--- config.mk ---
export PLATFORM = sky130hd
export DESIGN_NAME = sync_fifo
export DESIGN_NICKNAME = d
export VERILOG_FILES = /design/src/rtl/sync_fifo.sv
export SDC_FILE = /design/constraint.sdc
export NUM_CORES = 1
export LEC_CHECK = 0
export ABC_AREA = 0
export CAP_MARGIN = 40
export CORE_MARGIN = 4
export CORE_UTILIZATION = 54
export DETAILED_ROUTE_END_ITERATION = 10
export PLACE_DENSITY = 0.75
export SLEW_MARGIN = 0
export SYNTH_ARGS = -nofsm -noshare
export SYNTH_HDL_FRONTEND = slang
export SYNTH_SLANG_ARGS = --single-unit
export TNS_END_PERCENT = 50
--- constraint.sdc ---
create_clock -name clk -period 2.85 [get_ports clk]
set_input_delay 0.57 -clock clk [delete_from_list [all_inputs] [get_ports clk]]
set_output_delay 0.57 -clock clk [all_outputs]
set_load 0.005 [all_outputs]
--- src/rtl/sync_fifo.sv ---
// sync_fifo: parametrised single-clock FIFO with an occupancy count,
// programmable almost-full/almost-empty thresholds, one-cycle
// overflow/underflow pulses and an optional first-word-fall-through read port.
module sync_fifo #(
  parameter int WIDTH    = 8,
  parameter int DEPTH    = 16,
  parameter int AF_LEVEL = DEPTH - 2,
  parameter int AE_LEVEL = 2,
  parameter int FWFT     = 0
) (
  input  logic                       clk,
  input  logic                       rst,
  input  logic                       wr_en,
  input  logic [WIDTH-1:0]           data_in,
  input  logic                       rd_en,
  output logic [WIDTH-1:0]           data_out,
  output logic                       full,
  output logic                       empty,
  output logic                       almost_full,
  output logic                       almost_empty,
  output logic [$clog2(DEPTH):0]     count,
  output logic                       overflow,
  output logic                       underflow
);

  localparam int AW = $clog2(DEPTH);
  localparam int CW = AW + 1;

  // Storage is deliberately left out of reset; only pointers and count matter.
  logic [WIDTH-1:0] mem_r [DEPTH];

  logic [AW-1:0]    wr_ptr_r;
  logic [AW-1:0]    rd_ptr_r;
  logic [CW-1:0]    count_r;
  logic [CW-1:0]    count_nxt_s;
  logic             overflow_r;
  logic             underflow_r;
  logic [WIDTH-1:0] dout_r;
  logic             full_s;
  logic             empty_s;
  logic             wr_acc_s;
  logic             rd_acc_s;

  // Flag decode from the registered occupancy and request acceptance.
  always_comb begin
    full_s   = (count_r == CW'(DEPTH));
    empty_s  = (count_r == {CW{1'b0}});
    wr_acc_s = wr_en & ~full_s;
    rd_acc_s = rd_en & ~empty_s;
  end

  // Next occupancy: a matched write/read pair leaves the count unchanged.
  always_comb begin
    count_nxt_s = count_r;
    case ({wr_acc_s, rd_acc_s})
      2'b10:   count_nxt_s = count_r + CW'(1);
      2'b01:   count_nxt_s = count_r - CW'(1);
      default: count_nxt_s = count_r;
    endcase
  end

  // Storage write port; no reset so contents are simply abandoned on rst.
  always_ff @(posedge clk) begin
    if (wr_acc_s) begin
      mem_r[wr_ptr_r] <= data_in;
    end
  end

  // Pointers, count, error pulses and the registered read data.
  always_ff @(posedge clk or posedge rst) begin
    if (rst) begin
      wr_ptr_r    <= {AW{1'b0}};
      rd_ptr_r    <= {AW{1'b0}};
      count_r     <= {CW{1'b0}};
      overflow_r  <= 1'b0;
      underflow_r <= 1'b0;
      dout_r      <= {WIDTH{1'b0}};
    end else begin
      count_r     <= count_nxt_s;
      overflow_r  <= wr_en & full_s;
      underflow_r <= rd_en & empty_s;
      if (wr_acc_s) begin
        wr_ptr_r <= wr_ptr_r + AW'(1);
      end
      if (rd_acc_s) begin
        rd_ptr_r <= rd_ptr_r + AW'(1);
        dout_r   <= mem_r[rd_ptr_r];
      end
    end
  end

  // Output drive: FWFT exposes the head word directly, otherwise the register.
  always_comb begin
    if (FWFT != 0) begin
      if (empty_s) begin
        data_out = {WIDTH{1'b0}};
      end else begin
        data_out = mem_r[rd_ptr_r];
      end
    end else begin
      data_out = dout_r;
    end
    full         = full_s;
    empty        = empty_s;
    almost_full  = (count_r >= CW'(AF_LEVEL));
    almost_empty = (count_r <= CW'(AE_LEVEL));
    count        = count_r;
    overflow     = overflow_r;
    underflow    = underflow_r;
  end

endmodule
Word-level counts from Yosys, hierarchy flattened:

Memory sizes are Yosys's and may differ from the RTL's. A register that Yosys moved wholly into a read port is not among the register bits.
Cells that the tools add are included.

* memories: 1
* output and inout port bits: 19
* RAM bits: 128
* bits in registers: 15

* multiplexer cells: 3
* $lt $le $gt $ge: 2
* $add $sub $neg: 4
* eq/ne operators: 3
* reductions and logical operators: 2
* bitwise logic cells: 6

Memories
* mem_r: depth 16, width 8, read ports 1, clocked after memory_dff 1, wr ports 1, RTL line 30 `logic [WIDTH-1:0] mem_r [DEPTH];`

Operators by type and width (count)
* $pmux W5 S2: 1
* $add A4 B1 Y4 const B: 2
* $add A5 B1 Y5 const B: 1
* $eq A5 B5 Y1 const B: 1
* $ge A5 B4 Y1 const B: 1
* $le A5 B2 Y1 const B: 1
* $logic_not A5 Y1: 1
* $sub A5 B1 Y5 const B: 1
* $and A1 B1 Y1: 4
* $eq A2 B1 Y1 const B: 1
* $eq A2 B2 Y1 const B: 1
* $mux W1: 2
* $not A1 Y1: 2
* $reduce_bool A2 Y1: 1

Logic depth before layout (Yosys ltp):

Gate-level depths: netlist of the first run.

* word-level depth: 5
* depth in mapped cells: 12
* mapped depth without buffers: 10

Least setup slack after synthesis of the first run:

No wires, ideal clock.

* path type: flip-flop to flip-flop
* from: reg count_r[1], in the netlist count[1]
* to: reg count_r[4], in the netlist count[4]
* arrival: 2643 ps
* setup time: 123 ps
* stages on the path, launching flop included: 13
* setup slack: 85 ps
* period minus slack after synthesis: 2765 ps
* cells stage by stage: dfrtp_1 buf_6 or4_4 o21ai_4 inv_2 ha_1 clkbuf_1 xor2_1 ha_1 o211a_1 o31ai_1 a31oi_1 xnor2_1

* longest elaborated chain between the ends: 5

RTL lines
* from (decl): RTL line 34 `logic [CW-1:0] count_r;`
* from (signal assigned): RTL line 74 `count_r <= {CW{1'b0}};`
* from (signal assigned): RTL line 79 `count_r <= count_nxt_s;`
* $logic_not A5 Y1 *: RTL line 47 `empty_s = (count_r == {CW{1'b0}});`
* $not A1 Y1 *: RTL line 49 `rd_acc_s = rd_en & ~empty_s;`
* $and A1 B1 Y1 *: RTL line 49
* named net rd_acc_s: RTL line 42 `logic rd_acc_s;`
* $eq A2 B1 Y1 / $eq A2 B2 Y1 (equally long branches): RTL line 55 `case ({wr_acc_s, rd_acc_s})`
* $pmux W5 S2 / $reduce_bool A2 Y1 (equally long branches)

Mark *: on every way through the listed nets, which the timed path passes. The rest lies on a longest branch.
A chain may end at the register's enable or synchronous reset.

Worst setup path after layout of the first run:

Same ends and word-level chain as after synthesis.

==> results of run 1 <==
==> metal layers <==
metal / up-vias / global-route usage (%) / routed length [um]
met4: 0 / 8.06 / 286
met5: - / 0 / 0
met1: 1598 / 24.1 / 4680
met3: 21 / 4.95 / 507
met2: 71 / 31.8 / 5760
li1: 1415 / - / -
==> through the flow <==
step / hold slack (ns) / std cells / power (mW) / setup WS (ns)
4_1_cts: 0.506 / 537 / 7.37 / 0.187
3_3_place_gp: 0.501 / 505 / 4.98 / 0.113
5_1_grt: 0.541 / 537 / 7.69 / 0.0657
3_5_place_dp: 0.496 / 505 / 5.05 / 0.00546
6_report: 0.503 / 537 / 7.30 / 0.200
2_1_floorplan: 0.477 / 325 / 4.32 / 0.0845
==> what timing repair did <==
item | in CTS | in global routing
hold endpoints to repair | 0 | 0
buffers inserted | 1 | 0
endpoints found under the setup margin | 1 | 0
==> critical path, stage by stage (launching register included) <==
cell     delay [ns]
dfrtp_1        0.37
or4_4          0.58
o21ai_4        0.19
inv_2          0.10
ha_1           0.21
buf_4          0.17
ha_1           0.32
o211a_1        0.14
o31ai_1        0.23
a31oi_1        0.08
xnor2_1        0.13
==> path summary, 6_finish.rpt <==
| kind | startpoint | endpoint | slack [ns] | depth (start not counted) |
|---|---|---|---|---|
| worst min register to register | data_out[7]$_DFFE_PP0P_ | data_out[7]$_DFFE_PP0P_ | 0.51 | 2 |
| worst min-delay path | rst | rd_ptr_r[0]$_DFFE_PP0P_ | 0.50 | 2 |
| worst max register to register | count[1]$_DFFE_PP0P_ | count[4]$_DFFE_PP0P_ | 0.20 | 10 |
| worst max-delay path | count[1]$_DFFE_PP0P_ | count[4]$_DFFE_PP0P_ | 0.20 | 10 |
| min in group clk | data_out[7]$_DFFE_PP0P_ | data_out[7]$_DFFE_PP0P_ | 0.51 | 2 |
| max in group asynchronous | rst | wr_ptr_r[0]$_DFFE_PP0P_ | 1.80 | 3 |
==> logic make-up after synthesis <==
kind of cell	count (synthesis)	share of synthesized area, %
AOI/OAI and AO/OA	23	2.96
xor gates and xnor gates	10	1.42
adders and majority gates	9	1.82
buffers and inverters	26	2.43
DFF	151	71.5
muxes	49	15.6
and+or+nand+nor	57	4.23
==> placed cells by master, fill, tap and decap left out, types with 8 or more instances in the layout <==
cell type	n
edfxtp_1	128
ha_1	9
mux4_1	19
mux4_2	13
mux2i_1	16
clkdlybuf4s50_1	30
nand2_1	22
buf_4	28
nor2_1	17
clkbuf_16	17
dfrtp_1	22
o221ai_1	8
==> flip-flops by register name, indices dropped and copies added, names as in the netlist <==
signal and cells:
mem_r 128, data_out 8, count 5, rd_ptr_r 4, wr_ptr_r 4, overflow 1
underflow 1
==> power breakdown <==
group / switching (mW) / internal, mW
Combinational: 0.951 / 1.05
Clock: 0.787 / 1.52
Sequential: 0.249 / 2.74
==> cell type report <==
| cell class | instances | area [um2] |
|---|---|---|
| Timing Repair Buffer | 59 | 531 |
| Fill cell | 726 | 3650 |
| Tap cell | 140 | 175 |
| Multi-Input combinational cell | 148 | 1610 |
| Sequential cell | 151 | 4420 |
| Clock buffer | 17 | 425 |
| Clock inverter | 14 | 188 |
| Inverter | 8 | 30.0 |
==> key figures, run 1 <==
Status
  • Status: finished, final reports clean

Floorplanning
  • Die area: between 0.01 and 0.015 mm2
  • I/O Pins: 31
  • Chip height: 115 um
  • Core box area: 0.0110 mm2
  • Initial core utilization: between 50% and 60%
  • # rows: 38
  • Die width: 115 um

Clock network
  • Total CTS buffers: 17
  • Max Root-Sink Buffers: 2
  • Clk sinks: 151
  • H-tree levels: 4
  • Post_cts resized: 0
  • CTS tree: yes
  • Clk_lat worst skew: 0.41 ns
  • Cts hold-fix bufs: 0
  • Root buffer cell: clkbuf_16
  • Clk slew on worst S/H paths: 0.06 ns

Timing
  • Final Hold Violating Endpoints: 0
  • Setup tns final: 0 ns
  • Final Critical Period: ~2.7 ns
  • Final period utilization: between 90 and 100%
  • RSZ-0062 raised after global routing: no
  • Slew @ Worst Pin: 0.527 ns
  • Worst Skew: 0.00752 ns
  • F_max: 377 MHz
  • Slew Viols, Final: 0
  • Slew headroom: 64.6%
  • Finish-stage setup viols: 0

Cells and area
  • Finished Cell Area: around 0.0074 mm2
  • Nets@finish: 406
  • Core Util, Final: 66.9%
  • Layout cell share with drive strength beyond 1: 18.6%
  • Layout area overhead: 19.4%
  • N_diodes: 0

Yosys
  • Yosys reg bits: between 150 and 200
  • Top FF cell, synth: edfxtp_1
  • Synth top cells by count: 128 x edfxtp_1, 23 x dfrtp_1, 22 x nand2_1
  • Post-Syn Nets: 346
  • Synth Instances: 325
  • Synth unique cells: 41
  • Avg Cell Area, Syn: 19.0 um2
  • Netlist Area Pre-Place: 0.00618 mm2
  • Synth top area share: 62.2%
  • Seq/Total Area, Yosys: 71.5%
  • Most frequent cell after synthesis: edfxtp_1
  • Dominant cell type by area after synthesis: edfxtp_1
  • Yosys warnings: 0
  • Asr flop ratio synth: between 15 and 20%
  • Post-synth EDFFs: 128
  • Main area contributors after synthesis: edfxtp_1 62%, dfrtp_1 9.3%, mux4_1 8.1%

Global route
  • Largest net degree at the start of global routing: 20
  • Vias in the first global route: around 3.4k
  • Initial antenna violation count: 0
  • GRT Overall Usage: 19.1%
  • Overflow after GRT: 0
  • First-pass GRT wire length: around 18,000 um

Detailed routing
  • ANT nets after route: 0
  • Final wirelength: 11,200 um
  • # DRC: 0
  • Via-to-Cell Ratio: just under 6
  • Via count of the routed design: 3,105
  • Pre-antenna DRT Iters: 4
  • Initial DRC Count: 199
  • Avg WL per Cell: around 21 um

Min path
  • Hold Path Class: input port to asynchronous set/reset pin

Run
  • Maxcap violations: 0

Worst setup path
  • Crit path kind: flop to flop
  • CP max FO: 8
  • Req. time, crit path: 3.15 ns
  • CP endpoint kind: flop
  • Startpoint types: flop
  • Worst EP arrival: 2.95 ns

Placed design
  • Port Buffers: 30
  • Dpl cell area: approximately 0.0068 mm2
  • DP HPWL: between 7000 and 8000 um
  • Final GP Congestion: 0.788

Power
  • PwrDens: 990 mW/mm2
  • Leakage: 2.66 nW
  • Peak supply drop: 0.000549 V
Power figures use the tool's default switching activity.
==> run 2, diff against run 1 <==
--- a/config.mk
+++ b/config.mk
@@ -5,12 +5,12 @@
 export SDC_FILE = /design/constraint.sdc
 export NUM_CORES = 1
 export LEC_CHECK = 0
-export ABC_AREA = 0
+export ABC_AREA = 1
 export CAP_MARGIN = 40
 export CORE_MARGIN = 4
 export CORE_UTILIZATION = 54
 export DETAILED_ROUTE_END_ITERATION = 10
-export PLACE_DENSITY = 0.75
+export PLACE_DENSITY = 0.74
 export SLEW_MARGIN = 0
 export SYNTH_ARGS = -nofsm -noshare
 export SYNTH_HDL_FRONTEND = slang
==> key figures, run 2 <==
Min path
  • Min-delay src: data_out[2]$_DFFE_PP0P_
  • Hold Path Class: flop to flop

Detailed routing
  • Via count of the routed design: 4,680
  • ANT nets after route: 0
  • Avg WL per Cell: ~17 um
  • Initial DRC Count: ~400
  • # DRC: 0
  • Final wirelength: between 15,000 and 20,000 um
  • Via-to-Cell Ratio: 5.18
  • Pre-antenna DRT Iters: 5

Timing
  • Final Hold Violating Endpoints: 0
  • Setup tns final: 0 ns
  • Worst Skew: 0.00827 ns
  • Hold WS: between 0.4 and 0.5 ns
  • Slew headroom: 49.5%
  • Finish-stage setup viols: 0
  • Slew @ Worst Pin: 0.755 ns
  • Final Critical Period: between 2 and 2.5 ns
  • RSZ-0062 raised after global routing: no
  • Slew Viols, Final: 0
  • F_max: 411 MHz
  • Post-route setup slack: 0.418 ns
  • Final period utilization: between 80% and 90%

Placed design
  • Final GP Congestion: 0.898
  • Dpl cell area: 0.00726 mm2
  • Placed Cells: 871
  • Port Buffers: 30
  • Setup slack at placement: 0.229 ns
  • DP HPWL: 9600 um

Yosys
  • Main area contributors after synthesis: edfxtp_1 57%, nand2_1 12%, dfrtp_1 8.5%
  • Seq/Total Area, Yosys: 65.4%
  • Avg Cell Area, Syn: 9.96 um2
  • Post-Syn Nets: 699
  • Synth top cells by count: 221 x nand2_1, 128 x edfxtp_1, 117 x inv_1
  • Synth Instances: 678
  • Yosys reg bits: 151
  • Top FF cell, synth: edfxtp_1
  • Yosys warnings: 0
  • Most frequent cell after synthesis: nand2_1
  • Asr flop ratio synth: between 10% and 20%
  • Synth top area share: 56.9%
  • Dominant cell type by area after synthesis: edfxtp_1
  • Netlist Area Pre-Place: 0.00675 mm2
  • Post-synth EDFFs: about 130
  • Synth unique cells: 24

Clock network
  • Cts hold-fix bufs: 0
  • Root buffer cell: clkbuf_16
  • CTS tree: yes
  • H-tree levels: 4
  • Post_cts resized: 0
  • Total CTS buffers: 17
  • Clk_lat worst skew: roughly 0.42 ns
  • Clk slew on worst S/H paths: approximately 0.060 ns
  • Clk sinks: ~150
  • Max Root-Sink Buffers: 2
  • Postcts setup bufs: 0

Cells and area
  • Non-filler cells, final: 903
  • Finished Cell Area: 0.00783 mm2
  • Layout cell share with drive strength beyond 1: around 8%
  • Filler cells: 971
  • Top reg by flops: mem_r
  • Register area: 0.00442 mm2
  • Nets@finish: 743
  • Layout area overhead: 15.9%
  • N_diodes: 0
  • Core Util, Final: 64.6%
  • Flip-flop count of the largest register after layout: 128
  • Commonest non-fill, non-tap cell in the layout: nand2_1
  • Most frequent cells in the layout: 221 x nand2_1, 128 x edfxtp_1, 117 x inv_1
  • Multi-input gate area: 0.00171 mm2

Worst setup path
  • Crit. Startpoint: count[3]$_DFFE_PP0P_
  • Startpoint types: flop
  • Worst EP arrival: 1.86 ns
  • CP max FO: 5
  • Req. time, crit path: 2.28 ns
  • CP endpoint kind: primary output
  • Reg2reg start: count[3]$_DFFE_PP0P_
  • Crit path kind: flop to primary output

Floorplanning
  • Initial core utilization: 55.8%
  • I/O Pins: 31
  • Core box area: 0.0121 mm2
  • Die area: 0.0144 mm2
  • Die width: ~120 um
  • Chip height: 120 um
  • # rows: 40

Power
  • Peak supply drop: 0.000545 V
  • PwrDens: 985 mW/mm2
  • Total power: 7.71 mW
  • Leakage: 3.50 nW

Global route
  • Initial antenna violation count: 0
  • First-pass GRT wire length: approximately 24,000 um
  • Largest net degree at the start of global routing: 67
  • GRT Overall Usage: 22.1%
  • Vias in the first global route: approximately 4.6k
  • Overflow after GRT: 0

Status
  • Status: finished, final reports clean

Run
  • Maxcap violations: 0
[run 2: cell types whose count changed after synthesis, sizes merged, moves of 4 or more]
cell    previous run  this run
buf               10        25
clkbuf             8         1
inv                8       121
mux2i             16         0
mux4              32         0
nand2             22       223
nand2b             4         0
nand3              1       103
nor3               5         0
o221ai             8         0
xnor2              7         1
xor2               3         9
[run 2: area by class of cell]
type	instances	share of cell area, %
Inverter	123	5.90
Tap cell	168	2.68
Multi-Input combinational cell	378	21.9
Timing Repair Buffer	51	5.85
Sequential cell	151	56.5
Clock inverter	8	0.943
Clock buffer	24	6.28
[run 2: final timing paths]
kind	slack, ns	depth (start not counted)	end
max	0.42	4	full
min	0.48	2	data_out[2]$_DFFE_PP0P_
max reg2reg	0.45	13	count[4]$_DFFE_PP0P_
min reg2reg	0.48	2	data_out[2]$_DFFE_PP0P_
max in group asynchronous	1.72	3	wr_ptr_r[2]$_DFFE_PP0P_
min in group asynchronous	0.56	2	underflow$_DFF_PP0_
[run 2: metal layers]
metal	wire (um)	GRT usage, %	vias up
met2	7350	36.0	173
met4	323	8.16	0
li1	-	-	2250
met5	0	0	-
met1	6450	29.4	2231
met3	964	4.71	26
[run 2: cells by family after synthesis]
family	count (synthesis)	synth area share, %
AO/OA/AOI/OAI	11	0.889
XOR/XNOR	10	1.30
adder cells (fa/ha/maj)	9	1.67
buffers and inverters	149	9.19
flip-flops	151	65.4
AND/OR/NAND/NOR	348	21.5
[run 2: report_power, final]
part	switching, mW	total [mW]	internal, mW
logic	1.74	2.66	0.916
registers	0.201	2.93	2.73
clock network	0.836	2.12	1.29
total	2.78	7.71	4.94
[run 2: critical path: stages, from the launching register on]
cell and delay (ns):
dfrtp_1 0.44, nor2_2 0.20, nand4_1 0.20, inv_1 0.10
clkdlybuf4s50_1 0.50
==> run 3, diff against run 2 <==
--- a/config.mk
+++ b/config.mk
@@ -8,9 +8,10 @@
 export ABC_AREA = 1
 export CAP_MARGIN = 40
 export CORE_MARGIN = 4
-export CORE_UTILIZATION = 54
+export CORE_UTILIZATION = 56
+export CTS_BUF_LIST = sky130_fd_sc_hd__clkbuf_8
 export DETAILED_ROUTE_END_ITERATION = 10
-export PLACE_DENSITY = 0.74
+export PLACE_DENSITY = 0.77
 export SLEW_MARGIN = 0
 export SYNTH_ARGS = -nofsm -noshare
 export SYNTH_HDL_FRONTEND = slang
==> key figures, run 3 (synthesized netlist as in run 2, its figures left out) <==
Power
  • Gate power share: 35.8%
  • Peak supply drop: 0.000578 V
  • PwrDens: 949 mW/mm2
  • Net switching power: 2.72 mW
  • Cell-internal power: 4.55 mW
  • Leakage: about 3.4 nW
  • Switching share of power: about 37%
  • Clock power frac: a little under a quarter
  • Seq pwr share: 41.2%

Detailed routing
  • Final wirelength: approximately 15,000 um
  • Avg WL per Cell: 16.6 um
  • Pre-antenna DRT Iters: 8
  • Via count of the routed design: ~4.7k
  • Via-to-Cell Ratio: 5.35
  • # DRC: 0
  • ANT nets after route: 0
  • Initial DRC Count: 510

Floorplanning
  • # rows: 39
  • Core box area: 0.0116 mm2
  • Chip height: 118 um
  • Die area: 0.0139 mm2
  • Die width: 118 um
  • Initial core utilization: 58.2%
  • I/O Pins: 31

Timing
  • RSZ-0062 raised after global routing: no
  • Final Critical Period: ~2.5 ns
  • Slew Viols, Final: 0
  • Final period utilization: 86.2%
  • F_max: ~410 MHz
  • Worst Skew: roughly 0.012 ns
  • Slew headroom: 47.7%
  • Finish-stage setup viols: 0
  • Final Hold Violating Endpoints: 0
  • Slew @ Worst Pin: between 0.7 and 0.8 ns
  • Setup tns final: 0 ns
  • Hold WS: 0.365 ns

Worst setup path
  • CP max FO: 5
  • Crit path cell chain: nor2_2 > nand4_1 > inv_1 > clkdlybuf4s50_1
  • Timing endpoint of the critical path: full
  • Crit path buffers/inverters: 2
  • Crit path max-delay cell type: clkdlybuf4s50_1
  • Kind of cell adding the most delay to the critical path: buffers and inverters
  • CP endpoint kind: primary output
  • Crit path kind: flop to primary output
  • Crit-path max cell delay: about 0.5 ns
  • Req. time, crit path: 2.28 ns
  • Worst EP arrival: 1.89 ns
  • Crit. Startpoint: count[3]$_DFFE_PP0P_
  • R2R depth: 13
  • Reg2reg start: count[3]$_DFFE_PP0P_
  • Startpoint types: flop
  • R2R Setup Slk: 0.48 ns
  • Stages on the worst setup path: 4
  • Worst R2R End: count[4]$_DFFE_PP0P_

Clock network
  • Root buffer cell: clkbuf_8
  • Postcts setup bufs: 0
  • CTS tree: yes
  • Clk slew on worst S/H paths: 0.08 ns
  • Total CTS buffers: 17
  • Clk_lat worst skew: 0.44 ns
  • Post_cts resized: 0
  • H-tree levels: 4
  • Max Root-Sink Buffers: 2
  • Clk sinks: 151
  • Cts hold-fix bufs: 0

Global route
  • Initial antenna violation count: 0
  • Overflow after GRT: 0
  • First-pass GRT wire length: 23,100 um
  • Largest net degree at the start of global routing: 66
  • Vias in the first global route: 4,399
  • GRT Overall Usage: between 20% and 30%

Cells and area
  • N_diodes: 0
  • Layout cell share with drive strength beyond 1: 7.79%
  • Nets@finish: 740
  • Filler cells: 890
  • Most frequent cells in the layout: 221 x nand2_1, 128 x edfxtp_1, 119 x inv_1
  • Layout area overhead: 13.5%
  • Top reg by flops: mem_r
  • Flip-flop count of the largest register after layout: 128
  • Commonest non-fill, non-tap cell in the layout: nand2_1

Run
  • Maxcap violations: 0

Status
  • Status: finished, final reports clean

Placed design
  • Final GP Congestion: 0.897
  • DP HPWL: 9610 um
  • Port Buffers: 30

Min path
  • Hold Path Class: input port to asynchronous set/reset pin
[run 3: cell types whose count changed in the layout (fill, tap and decap cells not counted), moves of 3 or more]
| cell | previous run | this run |
|---|---|---|
| clkbuf_1 | 3 | 0 |
| clkbuf_16 | 17 | 0 |
| inv_6 | 0 | 3 |
| buf_4 | 21 | 15 |
| clkbuf_8 | 4 | 17 |
[run 3: final cells by class]
class | instances | area, um2 | area share, %
sequential | 151 | 4420 | 57.7
multi-input combinational | 378 | 1710 | 22.4
timing repair buffer | 48 | 480 | 6.27
inverter | 123 | 462 | 6.02
clock buffer | 17 | 234 | 3.05
tap | 143 | 179 | 2.33
clock inverter | 15 | 178 | 2.32
[run 3: how the worst min path moves through the flow]
stage / to / slack, ns / depth (start not counted)
2_1_floorplan: data_out[0]$_DFFE_PP0P_ / 0.47 / 2
3_3_place_gp: data_out[4]$_DFFE_PP0P_ / 0.48 / 2
3_5_place_dp: data_out[6]$_DFFE_PP0P_ / 0.48 / 2
4_1_cts: wr_ptr_r[0]$_DFFE_PP0P_ / 0.35 / 2
5_1_grt: wr_ptr_r[1]$_DFFE_PP0P_ / 0.35 / 2
6_report: wr_ptr_r[1]$_DFFE_PP0P_ / 0.37 / 2
[run 3: power groups by stage]
stage	clock network (mW)	registers, mW	logic, mW
after floorplan	0	2.92	1.81
after global placement	0	3.02	2.52
after detailed placement	0	3.03	2.58
after CTS	1.70	2.99	2.60
after global routing	1.80	3.03	2.90
final	1.67	2.99	2.61
[run 3: stage by stage]
step                      cell area, um2  instances  power [mW]  util, %  worst slack, ns
final                               7670        875        7.28     66.0            0.394
after floorplan                     6750        678        4.73        -            0.642
after detailed placement            7260        843        5.62     62.5            0.226
after global placement              7230        842        5.54     62.2            0.350
after CTS                           7670        875        7.29     66.0            0.374
after global routing                7670        875        7.73     66.0            0.277
[run 3: worst register-to-register path: stages, from the launching register on]
cell and delay (ns):
dfrtp_1 0.45, nor2_2 0.20, nand4_1 0.19, nand2_2 0.20
ha_1 0.29, xor2_1 0.23, ha_1 0.18, inv_1 0.04
nand2_1 0.09, nand3_1 0.10, nand2_1 0.08, xor2_1 0.14
nand2_1 0.07, nand2_1 0.05
[run 3: metal layers]
| metal | GRT usage (%) | share of wire, % |
|---|---|---|
| met3 | 5.53 | 7.0 |
| met2 | 36.0 | 51 |
| met5 | 0 | 0 |
| met1 | 28.8 | 41 |
| met4 | 7.03 | 1.8 |
